==> config.mk <==
export PLATFORM = sky130hd
export DESIGN_NAME = pci_rr_arbiter_flat
export DESIGN_NICKNAME = d
export VERILOG_FILES = /design/src/rtl/pci_rr_arbiter_if.sv /design/src/rtl/pci_rr_arbiter.sv /design/src/flat_wrapper.sv
export SDC_FILE = /design/constraint.sdc
export NUM_CORES = 1
export LEC_CHECK = 0
export ABC_AREA = 0
export ABC_CLOCK_PERIOD_IN_PS = 5170
export BUFFER_PORTS_ARGS = -buffer_cell sky130_fd_sc_hd__buf_2
export CORE_AREA = 2 2 61 63
export DETAILED_ROUTE_END_ITERATION = 10
export DIE_AREA = 0 0 63 65
export GPL_TIMING_DRIVEN = 0
export SETUP_SLACK_MARGIN = 0.1
export SLEW_MARGIN = 20
export SYNTH_ARGS = -nofsm -noshare
export SYNTH_HDL_FRONTEND = slang
export SYNTH_SLANG_ARGS = --single-unit
==> constraint.sdc <==
create_clock -name clk -period 5.17 [get_ports clk]
set_clock_uncertainty 0.2 [all_clocks]
set_input_delay 0.517 -clock clk [delete_from_list [all_inputs] [get_ports clk]]
set_output_delay 0.517 -clock clk [all_outputs]
set_load 0.01 [all_outputs]
==> src/rtl/pci_rr_arbiter_if.sv <==
// ============================================================================
// pci_rr_arbiter_if : REQ#/GNT# and bus-activity signals of the central arbiter
// Rev 1.0
// ============================================================================
`default_nettype none

interface pci_rr_arbiter_if #(
  parameter int NUM_MASTERS = 4,
  parameter int IDX_W       = $clog2(NUM_MASTERS)
);
  logic [NUM_MASTERS-1:0] req;
  logic                   frame_n;
  logic                   irdy_n;
  logic [NUM_MASTERS-1:0] gnt;
  logic [IDX_W-1:0]       owner;
  logic                   owner_vld;

  // slave = arbiter side, master = bus/initiator side
  modport slave (
    input  req, frame_n, irdy_n,
    output gnt, owner, owner_vld
  );

  modport master (
    output req, frame_n, irdy_n,
    input  gnt, owner, owner_vld
  );
endinterface

`default_nettype wire

==> src/rtl/pci_rr_arbiter.sv <==
// ============================================================================
// pci_rr_arbiter : round-robin PCI central arbiter; ARB_PARK_EN enables parking
// Rev 1.0
// ============================================================================
`default_nettype none

module pci_rr_arbiter #(
  parameter int NUM_MASTERS = 4,
  parameter int IDX_W       = $clog2(NUM_MASTERS),
  parameter int TIMEOUT     = 16,
  parameter int PARK_MASTER = 0
) (
  input  wire logic       clk,
  input  wire logic       rst,
  pci_rr_arbiter_if.slave bus
);

  localparam int CNT_W = 8;
`ifdef ARB_PARK_EN
  localparam bit PARK_ON = 1'b1;
`else
  localparam bit PARK_ON = 1'b0;
`endif
  localparam logic [IDX_W-1:0] PARK_IDX = IDX_W'(PARK_MASTER);
  localparam logic [IDX_W-1:0] LAST_RST = IDX_W'(NUM_MASTERS - 1);
  localparam logic [CNT_W-1:0] CNT_LIM  = CNT_W'(TIMEOUT - 1);

  typedef enum logic [1:0] {
    S_IDLE  = 2'd0,
    S_GRANT = 2'd1,
    S_DEAD  = 2'd2
  } state_t;

  state_t                 state, state_nx;
  logic [NUM_MASTERS-1:0] gnt_q, gnt_nx;
  logic [IDX_W-1:0]       owner_q, owner_nx;
  logic                   vld_q, vld_nx;
  logic [IDX_W-1:0]       last, last_nx;
  logic                   started, started_nx;
  logic [CNT_W-1:0]       cnt, cnt_nx;

  logic                   busy;
  logic                   others_req;
  logic                   release_now;
  logic                   cand_found;
  logic [IDX_W-1:0]       cand;
  logic [IDX_W-1:0]       probe;

  function automatic logic [NUM_MASTERS-1:0] gnt_for(input logic [IDX_W-1:0] idx);
    return ~(NUM_MASTERS'(1) << idx);
  endfunction

  assign busy       = ~bus.frame_n | ~bus.irdy_n;
  assign others_req = |(~bus.req & gnt_for(owner_q));

  // Owner's release takes precedence over its own same-cycle reassertion.
  assign release_now = bus.req[owner_q]
                     | (started & others_req)
                     | (~started & ~busy & (cnt == CNT_LIM));

  // Rotating search starting just after the last served master; the last
  // served master is probed last, so it only wins when it is alone.
  always_comb begin
    cand_found = 1'b0;
    cand       = '0;
    probe      = '0;
    for (int i = 1; i <= NUM_MASTERS; i++) begin
      probe = IDX_W'((int'(last) + i) % NUM_MASTERS);
      if (!cand_found && !bus.req[probe]) begin
        cand_found = 1'b1;
        cand       = probe;
      end
    end
  end

  always_comb begin
    state_nx   = state;
    gnt_nx     = gnt_q;
    owner_nx   = owner_q;
    vld_nx     = vld_q;
    last_nx    = last;
    started_nx = started;
    cnt_nx     = cnt;

    case (state)
      S_IDLE, S_DEAD: begin
        if (cand_found) begin
          if (state == S_IDLE && PARK_ON && vld_q && cand != PARK_IDX) begin
            // parked on someone else: revoke first so the handover has a gap
            state_nx = S_DEAD;
            gnt_nx   = '1;
            vld_nx   = 1'b0;
          end else begin
            state_nx   = S_GRANT;
            gnt_nx     = gnt_for(cand);
            owner_nx   = cand;
            vld_nx     = 1'b1;
            last_nx    = cand;
            started_nx = 1'b0;
            cnt_nx     = '0;
          end
        end else begin
          state_nx = S_IDLE;
          if (PARK_ON) begin
            gnt_nx   = gnt_for(PARK_IDX);
            owner_nx = PARK_IDX;
            vld_nx   = 1'b1;
          end else begin
            gnt_nx = '1;
            vld_nx = 1'b0;
          end
        end
      end

      S_GRANT: begin
        if (release_now) begin
          state_nx = S_DEAD;
          gnt_nx   = '1;
          vld_nx   = 1'b0;
        end else if (busy) begin
          started_nx = 1'b1;
        end else if (!started) begin
          cnt_nx = cnt + CNT_W'(1);
        end
      end

      default: begin
        state_nx = S_IDLE;
        gnt_nx   = '1;
        vld_nx   = 1'b0;
      end
    endcase
  end

  always_ff @(posedge clk) begin
    if (rst) begin
      state   <= S_IDLE;
      gnt_q   <= '1;
      owner_q <= '0;
      vld_q   <= 1'b0;
      last    <= LAST_RST;
      started <= 1'b0;
      cnt     <= '0;
    end else begin
      state   <= state_nx;
      gnt_q   <= gnt_nx;
      owner_q <= owner_nx;
      vld_q   <= vld_nx;
      last    <= last_nx;
      started <= started_nx;
      cnt     <= cnt_nx;
    end
  end

  assign bus.gnt       = gnt_q;
  assign bus.owner     = owner_q;
  assign bus.owner_vld = vld_q;

endmodule

`default_nettype wire

==> src/flat_wrapper.sv <==
// flat-port wrapper written by rule: the top's interface ports become plain ports
module pci_rr_arbiter_flat 
#(
  parameter int NUM_MASTERS = 4,
  parameter int IDX_W       = $clog2(NUM_MASTERS),
  parameter int TIMEOUT     = 16,
  parameter int PARK_MASTER = 0
)
  (clk, rst, bus_req, bus_frame_n, bus_irdy_n, bus_gnt, bus_owner, bus_owner_vld);
  pci_rr_arbiter_if #(.NUM_MASTERS(NUM_MASTERS), .IDX_W(IDX_W)) bus_i ();
  input  wire logic clk;
  input  wire logic rst;
  input wire logic [$bits(bus_i.req)-1:0] bus_req;
  input wire logic [$bits(bus_i.frame_n)-1:0] bus_frame_n;
  input wire logic [$bits(bus_i.irdy_n)-1:0] bus_irdy_n;
  output wire logic [$bits(bus_i.gnt)-1:0] bus_gnt;
  output wire logic [$bits(bus_i.owner)-1:0] bus_owner;
  output wire logic [$bits(bus_i.owner_vld)-1:0] bus_owner_vld;
  assign bus_i.req = bus_req;
  assign bus_i.frame_n = bus_frame_n;
  assign bus_i.irdy_n = bus_irdy_n;
  assign bus_gnt = bus_i.gnt;
  assign bus_owner = bus_i.owner;
  assign bus_owner_vld = bus_i.owner_vld;
  pci_rr_arbiter #(.NUM_MASTERS(NUM_MASTERS), .IDX_W(IDX_W), .TIMEOUT(TIMEOUT), .PARK_MASTER(PARK_MASTER)) u_core (.clk(clk), .rst(rst), .bus(bus_i));
endmodule
==> out/metrics.cfg, run 1 <==
[synth]
yosysWarnings = 0
syn_area_um2 = 980
ys_async_sr_fraction_pct = 0
synth_edf_count = 0
synth_seq_area_share_pct = 38.8
ys_types = 42
synth_area_per_cell_um2 = 8.83
postSynthCellCount = 111
synth_ff_type = dfxtp_1
synth-seq-cells = 19
syn-num-nets = 120

[routing]
wl_per_cell_um = 11.9
via_count = 889
routed_wl_mm = 2.08
drc_errors = 0
ant_nets = 0
first_pass_iters = 4
drt_iter0_drc = 63
avgViaCountPerCell = 5.08

[cts]
ctsHoldBuffers = 0
cts_tree = yes
htree_levels = 1
clock-sinks = 19
clk_latency_ns = 0.29
cts_buffer_depth = 2
cts-resized-gates = 0
post_cts_buffers = 0
cts_buffers = 3
root_buffer = clkbuf_4
path_clk_slew_ns = 0.11

[power_and_ir_drop]
vdd_drop_max_mv = 0.0693
powerDensity_nw_per_um2 = 272
power_uw = 307
power_leakage_nw = 0.400

[timing]
finalCriticalPeriod_ns = 2.33
setup_violations = 0
fin_setup_tns_ns = 0
hold_violations = 0
fin_crit_sh_pct = 45.1
relSlewSlack_pct = 63.1
clock.fmax_mhz = 429
tightest_slew_ns = 0.548
whs_ns = 0.275
rsz0062_at_grt = false
slew_viol_final = 0

[global_routing]
grt_first_pass_wirelength_mm = 3.62
grt_usage_pct = 10.9
grt_pass1_vias = 857
antenna_found_initial = 0
grt_max_degree = 12
overflow = 0

[hold_path]
min_delay_path_depth = 2
hp-start = rst
hold_path_class = in2reg
whs_endpoint = u_core.bus.gnt[1]

[place]
routabilityCongestion = 0.808
portBuffers = 12
dpl.hpwl_mm = 1.60

[worst_setup_path]
crit_path_start_kind = flop
reg2regPathDepth = 5
cp.arrival_ns = 2.37
rr_endpoint = u_core.cnt[0]
timing.rr.start = u_core.bus.owner[0]
crit_type = reg2reg
cp_max_fo = 7
endpoint_kind = flop
required_ns = 5.21
rrSetupSlack_ns = 2.84

[floorplanning]
chipWidth_um = 63
fp.dieH_um = 65
ios = 15
coreArea_um2 = 3500
start_util_pct = 28.0
num_rows = 22
die_area_um2 = 4100

[cells_and_area]
diodes = 0
syn2layout_area_growth_pct = 15.1
finalNetCount = 137
layout-drive-gt1-share_pct = 18.9
seq_area_um2 = 380
num-fill-cells = 378
multi_input_area_um2 = 569

[flow_run]
maxCapViolations = 0

[status]
outcome = finished clean

how the worst max path moves through the flow:
stage | start | endpoint | slack [ns] | cells after the start
after floorplan | bus_req[1] | u_core.cnt[0] | 2.87 | 6
after global placement | bus_req[2] | u_core.cnt[0] | 2.72 | 6
after CTS | u_core.bus.owner[0] | u_core.cnt[0] | 2.83 | 5
final | u_core.bus.owner[0] | u_core.cnt[0] | 2.84 | 5
after detailed placement | bus_req[2] | u_core.cnt[0] | 2.70 | 6
after global routing | u_core.bus.owner[0] | u_core.cnt[0] | 2.69 | 5
kinds of logic (layout without fill, tap and decap cells):
logic type,Yosys count,in the layout,synth area share (%)
flip-flops,19,19,38.8
multiplexers,2,2,3.32
AND/OR/NAND/NOR,47,47,24.8
buffers and inverters,5,21,3.07
AO/OA/AOI/OAI,35,35,27.0
XOR/XNOR,2,2,1.79
adder cells (fa/ha/maj),1,1,1.28
cell type report:
type | instances | area share [%]
multi-input cells | 87 | 50.5
plain buffers | 3 | 2.00
clock inverters | 1 | 0.444
flip-flops and latches | 19 | 33.7
well taps | 48 | 5.33
clock buffers | 3 | 2.00
inverters | 2 | 0.666
repair buffers | 12 | 5.33
critical path: stages, from the launching register on:
cell and delay [ns]:
dfxtp_1 0.47, mux4_2 0.57, a31oi_4 0.25, o211ai_2 0.22, or3b_1 0.42, a21oi_2 0.14
synthesized netlist by cell type (all sizes together) (3+ instances only):
| cell | n | area, µm² |
|---|---|---|
| nor3 | 3 | 15.0 |
| o211ai | 4 | 35.0 |
| o21ai | 5 | 28.8 |
| nand2b | 7 | 43.8 |
| nor2 | 9 | 33.8 |
| dfxtp | 19 | 380 |
| nand2 | 11 | 41.3 |
| o32ai | 3 | 26.3 |
| nand3 | 3 | 15.0 |
| a21oi | 10 | 53.8 |
| or3 | 4 | 25.0 |
stage by stage:
step / worst slack [ns] / std cells / utilization, % / instance area (µm²)
6_report: 2.84 / 175 / 32.2 / 1130
5_1_grt: 2.69 / 175 / 32.2 / 1130
4_1_cts: 2.83 / 175 / 32.2 / 1130
3_5_place_dp: 2.70 / 171 / 31.5 / 1100
3_3_place_gp: 2.72 / 171 / 31.5 / 1100
2_1_floorplan: 2.87 / 111 / - / 980
where the power goes:
group | leakage, nW | switching (mW) | internal, mW
combinational | 0.228 | 0.0404 | 0.0288
sequential | 0.155 | 0.00912 | 0.155
clock | 0.0177 | 0.0447 | 0.0288
placed cells by master, fill, tap and decap left out, types with 2 or more instances in the layout:
master     netlist  routed
a21oi_1          9       9
nand3_1          3       3
o21ai_0          4       4
nor2_1           9       9
nor4_1           2       2
nor3_1           3       3
o211ai_1         3       3
or3_1            4       4
nor2b_1          2       2
o32ai_1          3       3
buf_2            0      12
clkbuf_4         0       3
nand2_1         11      11
inv_1            2       2
nand2b_1         7       7
dfxtp_1         19      19
a2bb2oi_1        2       2
xor2_1           2       2
flip-flops by register name, indices dropped and copies added (netlist names):
register          cells
u_core.bus.gnt        4
u_core.bus.owner      2
u_core.cnt            8
u_core.last           2
u_core.started        1
u_core.state          2
layer usage:
| layer | vias to the layer above | GRT usage [%] | wire length [µm] |
|---|---|---|---|
| met1 | 428 | 13.7 | 999 |
| li1 | 449 | - | - |
| met2 | 10 | 17.8 | 1030 |
| met3 | 2 | 1.74 | 46 |
| met5 | - | 0 | 0 |
| met4 | 0 | 6.39 | 10 |
No activity file was read; power rests on OpenSTA's default activity.
==> inputs of run 2 (changes only) <==
--- a/config.mk
+++ b/config.mk
@@ -6,7 +6,7 @@
 export NUM_CORES = 1
 export LEC_CHECK = 0
 export ABC_AREA = 0
-export ABC_CLOCK_PERIOD_IN_PS = 5170
+export ABC_CLOCK_PERIOD_IN_PS = 2050
 export BUFFER_PORTS_ARGS = -buffer_cell sky130_fd_sc_hd__buf_2
 export CORE_AREA = 2 2 61 63
 export DETAILED_ROUTE_END_ITERATION = 10
==> constraint.sdc (replaced) <==
create_clock -name clk -period 2.05 [get_ports clk]
set_clock_uncertainty 0.2 [all_clocks]
set_input_delay 0.205 -clock clk [delete_from_list [all_inputs] [get_ports clk]]
set_output_delay 0.205 -clock clk [all_outputs]
set_load 0.01 [all_outputs]
==> run 2 against run 1 <==
  * The run now ends with negative setup slack left
  * Largest cell class unchanged
  * Total power grew to 2.7 times the previous value
  * Hold slack worse by 0.24 ns
  * Combinational power grew to 3.2 times the previous value
  * Sequential share of layout area fell by 2.9 points
  * Sequential power rose to 2.5 times the previous value
==> out/metrics.cfg, run 2 (synthesis results as in run 1) <==
[timing]
finalCriticalPeriod_ns = 2.10  ; -0.232 ns
hold_violations = 0  ; unchanged
relSlewSlack_pct = 62.2  ; -0.98 points
clock.fmax_mhz = 477  ; +11%
whs_ns = 0.0324  ; -0.243 ns
fin_setup_tns_ns = -0.0481  ; -0.0481 ns
tightest_slew_ns = 0.568  ; +0.0197 ns
setup_violations = 1  ; +1
rsz0062_at_grt = true
fin_crit_sh_pct = 102  ; +57 points
slew_viol_final = 0  ; unchanged
fin_ws_ns = -0.0481  ; -2.89 ns

[worst_setup_path]
crit_end = u_core.cnt[0]
critPathTopFamily = compound AO/OA/AOI/OAI gates
rr_endpoint = u_core.cnt[0]
crit_type = reg2reg
crit_start = u_core.bus.owner[0]
slowest_delay_ns = 0.52  ; -0.05 ns
reg2regPathDepth = 5  ; unchanged
cp.depth = 5  ; unchanged
crit_path_start_kind = flop
crit_chain = mux4_2 -> a31oi_4 -> o211ai_4 -> or3b_1 -> a21oi_2
rrSetupSlack_ns = -0.05  ; -2.89 ns
crit_path_top_delay_cell = mux4_2
cp.arrival_ns = 2.13  ; -0.24 ns
cp_num_buf_inv = 0  ; unchanged
cp_max_fo = 5  ; -2
endpoint_kind = flop
required_ns = 2.08  ; -3.13 ns
timing.rr.start = u_core.bus.owner[0]

[cells_and_area]
fin_area_um2 = 1240  ; +10%
post-route-util_pct = 35.6  ; +3.3 points
layout_commonest_cell = dfxtp_1
diodes = 0  ; unchanged
finalNetCount = 144  ; +5.1%
regMostFlops = u_core.cnt
largest_reg_flops = 8  ; unchanged
layout-drive-gt1-share_pct = 27.6  ; +8.7 points
syn2layout_area_growth_pct = 26.9
mostFrequentLayoutCells = dfxtp_1, buf_2, nand2_1, nor2_1, a21oi_1

[floorplanning]
chipWidth_um = 63  ; unchanged
fp.dieH_um = 65  ; unchanged
ios = 15  ; unchanged
start_util_pct = 28.0  ; unchanged
num_rows = 22  ; unchanged
coreArea_um2 = 3500  ; unchanged
die_area_um2 = 4100  ; unchanged

[cts]
cts_buffers = 3  ; unchanged
cts_tree = yes
clock-sinks = 19  ; unchanged
clk_latency_ns = 0.30  ; about the same
path_clk_slew_ns = 0.11  ; about the same
cts_buffer_depth = 2  ; unchanged
root_buffer = clkbuf_4
htree_levels = 1  ; unchanged

[power_and_ir_drop]
powerDensity_nw_per_um2 = 668  ; +150%
power_uw = 830  ; +170%
power_leakage_nw = 0.440  ; +10%
vdd_drop_max_mv = 0.179  ; +160%

[place]
routabilityCongestion = 0.792  ; -1.9%
dpl.hpwl_mm = 1.58  ; -0.96%
portBuffers = 12  ; unchanged
post_dp_cell_area_um2 = 1100  ; +0.34%

[routing]
drc_errors = 0  ; unchanged
drt_iter0_drc = 25  ; -60%
ant_nets = 0  ; unchanged
first_pass_iters = 4  ; unchanged
wl_per_cell_um = 12.5  ; +5.1%
avgViaCountPerCell = 4.99  ; -1.7%
routed_wl_mm = 2.28  ; +9.3%
via_count = 909  ; +2.2%

[global_routing]
overflow = 0  ; unchanged
grt_usage_pct = 11.7  ; +0.72 points
grt_pass1_vias = 853  ; -0.47%
grt_max_degree = 11  ; -1
grt_first_pass_wirelength_mm = 3.83  ; +5.7%
antenna_found_initial = 0  ; unchanged

[status]
outcome = complete, but fails checks
violations = negative setup slack

[flow_run]
maxCapViolations = 0  ; unchanged

[hold_path]
hold_path_class = in2reg

## run 2: worst min path at each step
| stage | from | end | slack [ns] | depth (start not counted) |
|---|---|---|---|---|
| 2_1_floorplan | rst | u_core.bus.gnt[1] | 0.11 | 1 |
| 3_3_place_gp | u_core.bus.gnt[2] | u_core.bus.gnt[2] | 0.25 | 2 |
| 3_5_place_dp | u_core.bus.gnt[2] | u_core.bus.gnt[2] | 0.27 | 2 |
| 4_1_cts | rst | u_core.cnt[3] | 0.02 | 4 |
| 5_1_grt | rst | u_core.cnt[3] | 0.04 | 4 |
| 6_report | rst | u_core.cnt[3] | 0.03 | 4 |
## run 2: metal layers
layer | vias to the layer above | global-route usage (%) | routed length [µm]
met1 | 425 | 14.2 | 1080
met3 | 2 | 2.08 | 48
met2 | 14 | 19.7 | 1110
li1 | 468 | - | -
met5 | - | 0 | 0
met4 | 0 | 5.83 | 33
## run 2: repair_timing
| item | 4_1_cts | 5_1_grt |
|---|---|---|
| endpoints found under the hold margin | 2 | 0 |
| gates cloned | 0 | 0 |
| setup buffers | 5 | 1 |
| setup endpoints to repair | 10 | 13 |
| pin swaps | 9 | 0 |
| hold buffers | 1 | 0 |
| resized for setup | 4 | 5 |
## run 2: through the flow
stage	std cells	worst slack, ns
floorplan	111	-0.0127
detailed placement	171	-0.170
global placement	171	-0.134
finish	182	-0.0481
CTS	181	-0.0554
global route	182	-0.104
## run 2: cell type report
type                            instances  area, µm²
Buffer                                  3       22.5
Clock buffer                            4       26.3
Fill cell                             388       2250
Inverter                                2       7.51
Multi-Input combinational cell         87        628
Sequential cell                        19        384
Tap cell                               48       60.1
Timing Repair Buffer                   19        115
## run 2: worst register-to-register path, stage by stage (launching register included)
cell	delay [ns]
dfxtp_4	0.38
mux4_2	0.52
a31oi_4	0.29
o211ai_4	0.12
or3b_1	0.39
a21oi_2	0.14
## run 2: where the power goes
| group | switching, mW | total, mW | leakage (nW) | internal, mW |
|---|---|---|---|---|
| clock network | 0.119 | 0.195 | 0.0150 | 0.0757 |
| logic | 0.120 | 0.222 | 0.270 | 0.102 |
| registers | 0.0218 | 0.414 | 0.156 | 0.392 |
| total | 0.261 | 0.830 | 0.440 | 0.570 |
==> inputs of run 3 (changes only) <==
--- a/config.mk
+++ b/config.mk
@@ -12,6 +12,7 @@
 export DETAILED_ROUTE_END_ITERATION = 10
 export DIE_AREA = 0 0 63 65
 export GPL_TIMING_DRIVEN = 0
+export REMOVE_ABC_BUFFERS = 1
 export SETUP_SLACK_MARGIN = 0.1
 export SLEW_MARGIN = 20
 export SYNTH_ARGS = -nofsm -noshare
==> run 3 against run 2 <==
  * The flow still finishes with violations (negative setup slack)
  * Sequential share of layout area increased by 0.73 points
  * Critical path depth unchanged
  * Clock-buffer cell count unchanged
  * Final cell count unchanged
  * Critical path type unchanged
  * Largest power group unchanged
==> out/metrics.cfg, run 3 (synthesis results as in run 1) <==
[cells_and_area]
num-fill-cells = 380  ; -2.1%
finalNetCount = 144  ; unchanged
finalNonFillerCells = 182  ; unchanged
syn2layout_area_growth_pct = 24.0
seq_area_um2 = 384  ; unchanged
layout_commonest_cell = dfxtp_1
fin_area_um2 = 1210  ; -2.3%
diodes = 0  ; unchanged
regMostFlops = u_core.cnt
multi_input_area_um2 = 614  ; -2.2%
largest_reg_flops = 8  ; unchanged
mostFrequentLayoutCells = dfxtp_1, buf_2, nand2_1, a21oi_1, nor2_1
layout-drive-gt1-share_pct = 27.6  ; unchanged

[worst_setup_path]
crit_type = reg2reg
cp_max_fo = 6  ; +1
crit_chain = mux4_2 -> a31oi_4 -> o211ai_4 -> or3b_4 -> a21oi_2
rr_endpoint = u_core.cnt[0]
crit_path_start_kind = flop
endpoint_kind = flop
cp.arrival_ns = 2.16  ; +0.03 ns
timing.rr.start = u_core.bus.owner[0]
critPathTopFamily = compound AO/OA/AOI/OAI gates
reg2regPathDepth = 5  ; unchanged
cp_num_buf_inv = 0  ; unchanged
crit_path_top_delay_cell = mux4_2
required_ns = 2.09  ; about the same
rrSetupSlack_ns = -0.07  ; -0.02 ns
slowest_delay_ns = 0.53  ; about the same

[power_and_ir_drop]
power_leakage_nw = 0.433  ; -1.6%
power_uw = 838  ; +0.95%
vdd_drop_max_mv = 0.417  ; +130%
powerDensity_nw_per_um2 = 690  ; +3.3%

[timing]
fin_crit_sh_pct = 103  ; +0.88 points
setup_violations = 4  ; +3
finalCriticalPeriod_ns = 2.12  ; +0.0181 ns
tightest_slew_ns = 0.629  ; +0.0616 ns
hold_violations = 0  ; unchanged
fin_ws_ns = -0.0662  ; -0.0181 ns
rsz0062_at_grt = true
fin_setup_tns_ns = -0.161  ; -0.113 ns
clock.fmax_mhz = 473  ; -0.86%
slew_viol_final = 0  ; unchanged
relSlewSlack_pct = 57.5  ; -4.7 points

[floorplanning]
die_area_um2 = 4100  ; unchanged
start_util_pct = 28.0  ; unchanged
ios = 15  ; unchanged
chipWidth_um = 63  ; unchanged
coreArea_um2 = 3500  ; unchanged
num_rows = 22  ; unchanged
fp.dieH_um = 65  ; unchanged

[place]
dpl.hpwl_mm = 1.58  ; -0.32%
post_dp_cell_area_um2 = 1090  ; -1.5%
post-place-cells = 170  ; -0.58%
portBuffers = 14  ; +2
routabilityCongestion = 0.770  ; -2.8%

[routing]
wl_per_cell_um = 13.1  ; +4.9%
first_pass_iters = 4  ; unchanged
drt_iter0_drc = 18  ; -28%
ant_nets = 0  ; unchanged
avgViaCountPerCell = 5.20  ; +4.2%
via_count = 947  ; +4.2%
routed_wl_mm = 2.39  ; +4.9%
drc_errors = 0  ; unchanged

[cts]
clock-sinks = 19  ; unchanged
cts_buffers = 3  ; unchanged
cts_buffer_depth = 2  ; unchanged
root_buffer = clkbuf_4
clk_latency_ns = 0.30  ; about the same
htree_levels = 1  ; unchanged
path_clk_slew_ns = 0.12  ; about the same
cts_tree = yes

[status]
violations = negative setup slack
outcome = complete, but fails checks

[global_routing]
grt_pass1_vias = 867  ; +1.6%
antenna_found_initial = 0  ; unchanged
grt_max_degree = 15  ; +4
grt_first_pass_wirelength_mm = 3.93  ; +2.5%
grt_usage_pct = 11.9  ; +0.28 points
overflow = 0  ; unchanged

[hold_path]
whs_endpoint = u_core.cnt[0]
hold_path_class = in2reg
min_delay_path_depth = 2  ; -2
hp-start = rst

[flow_run]
maxCapViolations = 0  ; unchanged

[run 3: final cells by class]
class | count | share of cell area [%]
multi-input cells | 88 | 50.6
clock buffers | 4 | 2.16
repair buffers | 21 | 10.1
inverters | 2 | 0.618
well taps | 48 | 4.94
flip-flops and latches | 19 | 31.6
[run 3: per-stage QoR]
stage                     hold slack (ns)  utilization, %  worst slack [ns]
after CTS                          0.0187            34.1           -0.0425
after global routing               0.0392            34.8            -0.132
after floorplan                    0.0674               -            -0.133
after detailed placement            0.261            31.1            -0.238
final                              0.0166            34.8           -0.0662
after global placement              0.262            31.1            -0.231
[run 3: worst max path at each step]
stage,start,to,cells after the start
6_report,u_core.bus.owner[0],u_core.cnt[0],5
5_1_grt,u_core.bus.owner[0],u_core.cnt[0],5
4_1_cts,u_core.bus.owner[0],u_core.cnt[0],5
3_5_place_dp,u_core.bus.owner[0],u_core.cnt[0],5
3_3_place_gp,u_core.bus.owner[0],u_core.cnt[0],5
2_1_floorplan,u_core.bus.owner[0],u_core.cnt[0],5
[run 3: metal layers]
layer / vias up / part of all wire [%] / track usage, %
met5: - / 0 / 0
met4: 0 / 1.5 / 6.39
met3: 4 / 3.3 / 1.39
met2: 18 / 48 / 18.9
met1: 461 / 47 / 15.9
li1: 464 / - / -
[run 3: worst reg2reg max path: stages (launching register included)]
cell and delay, ns:
dfxtp_4 0.37, mux4_2 0.53, a31oi_4 0.30, o211ai_4 0.13, or3b_4 0.42, a21oi_2 0.11
[run 3: power breakdown]
part / switching (mW) / internal (mW) / total, mW
Sequential: 0.0216 / 0.392 / 0.413
Clock: 0.121 / 0.0758 / 0.197
Combinational: 0.125 / 0.103 / 0.228
Total: 0.268 / 0.571 / 0.838
[run 3: what timing repair did]
item / in CTS / in global routing
hold buffers: 0 / 0
gates cloned: 1 / 0
setup endpoints to repair: 12 / 12
resized for setup: 5 / 7
pin swaps: 9 / 2
setup buffers: 6 / 1
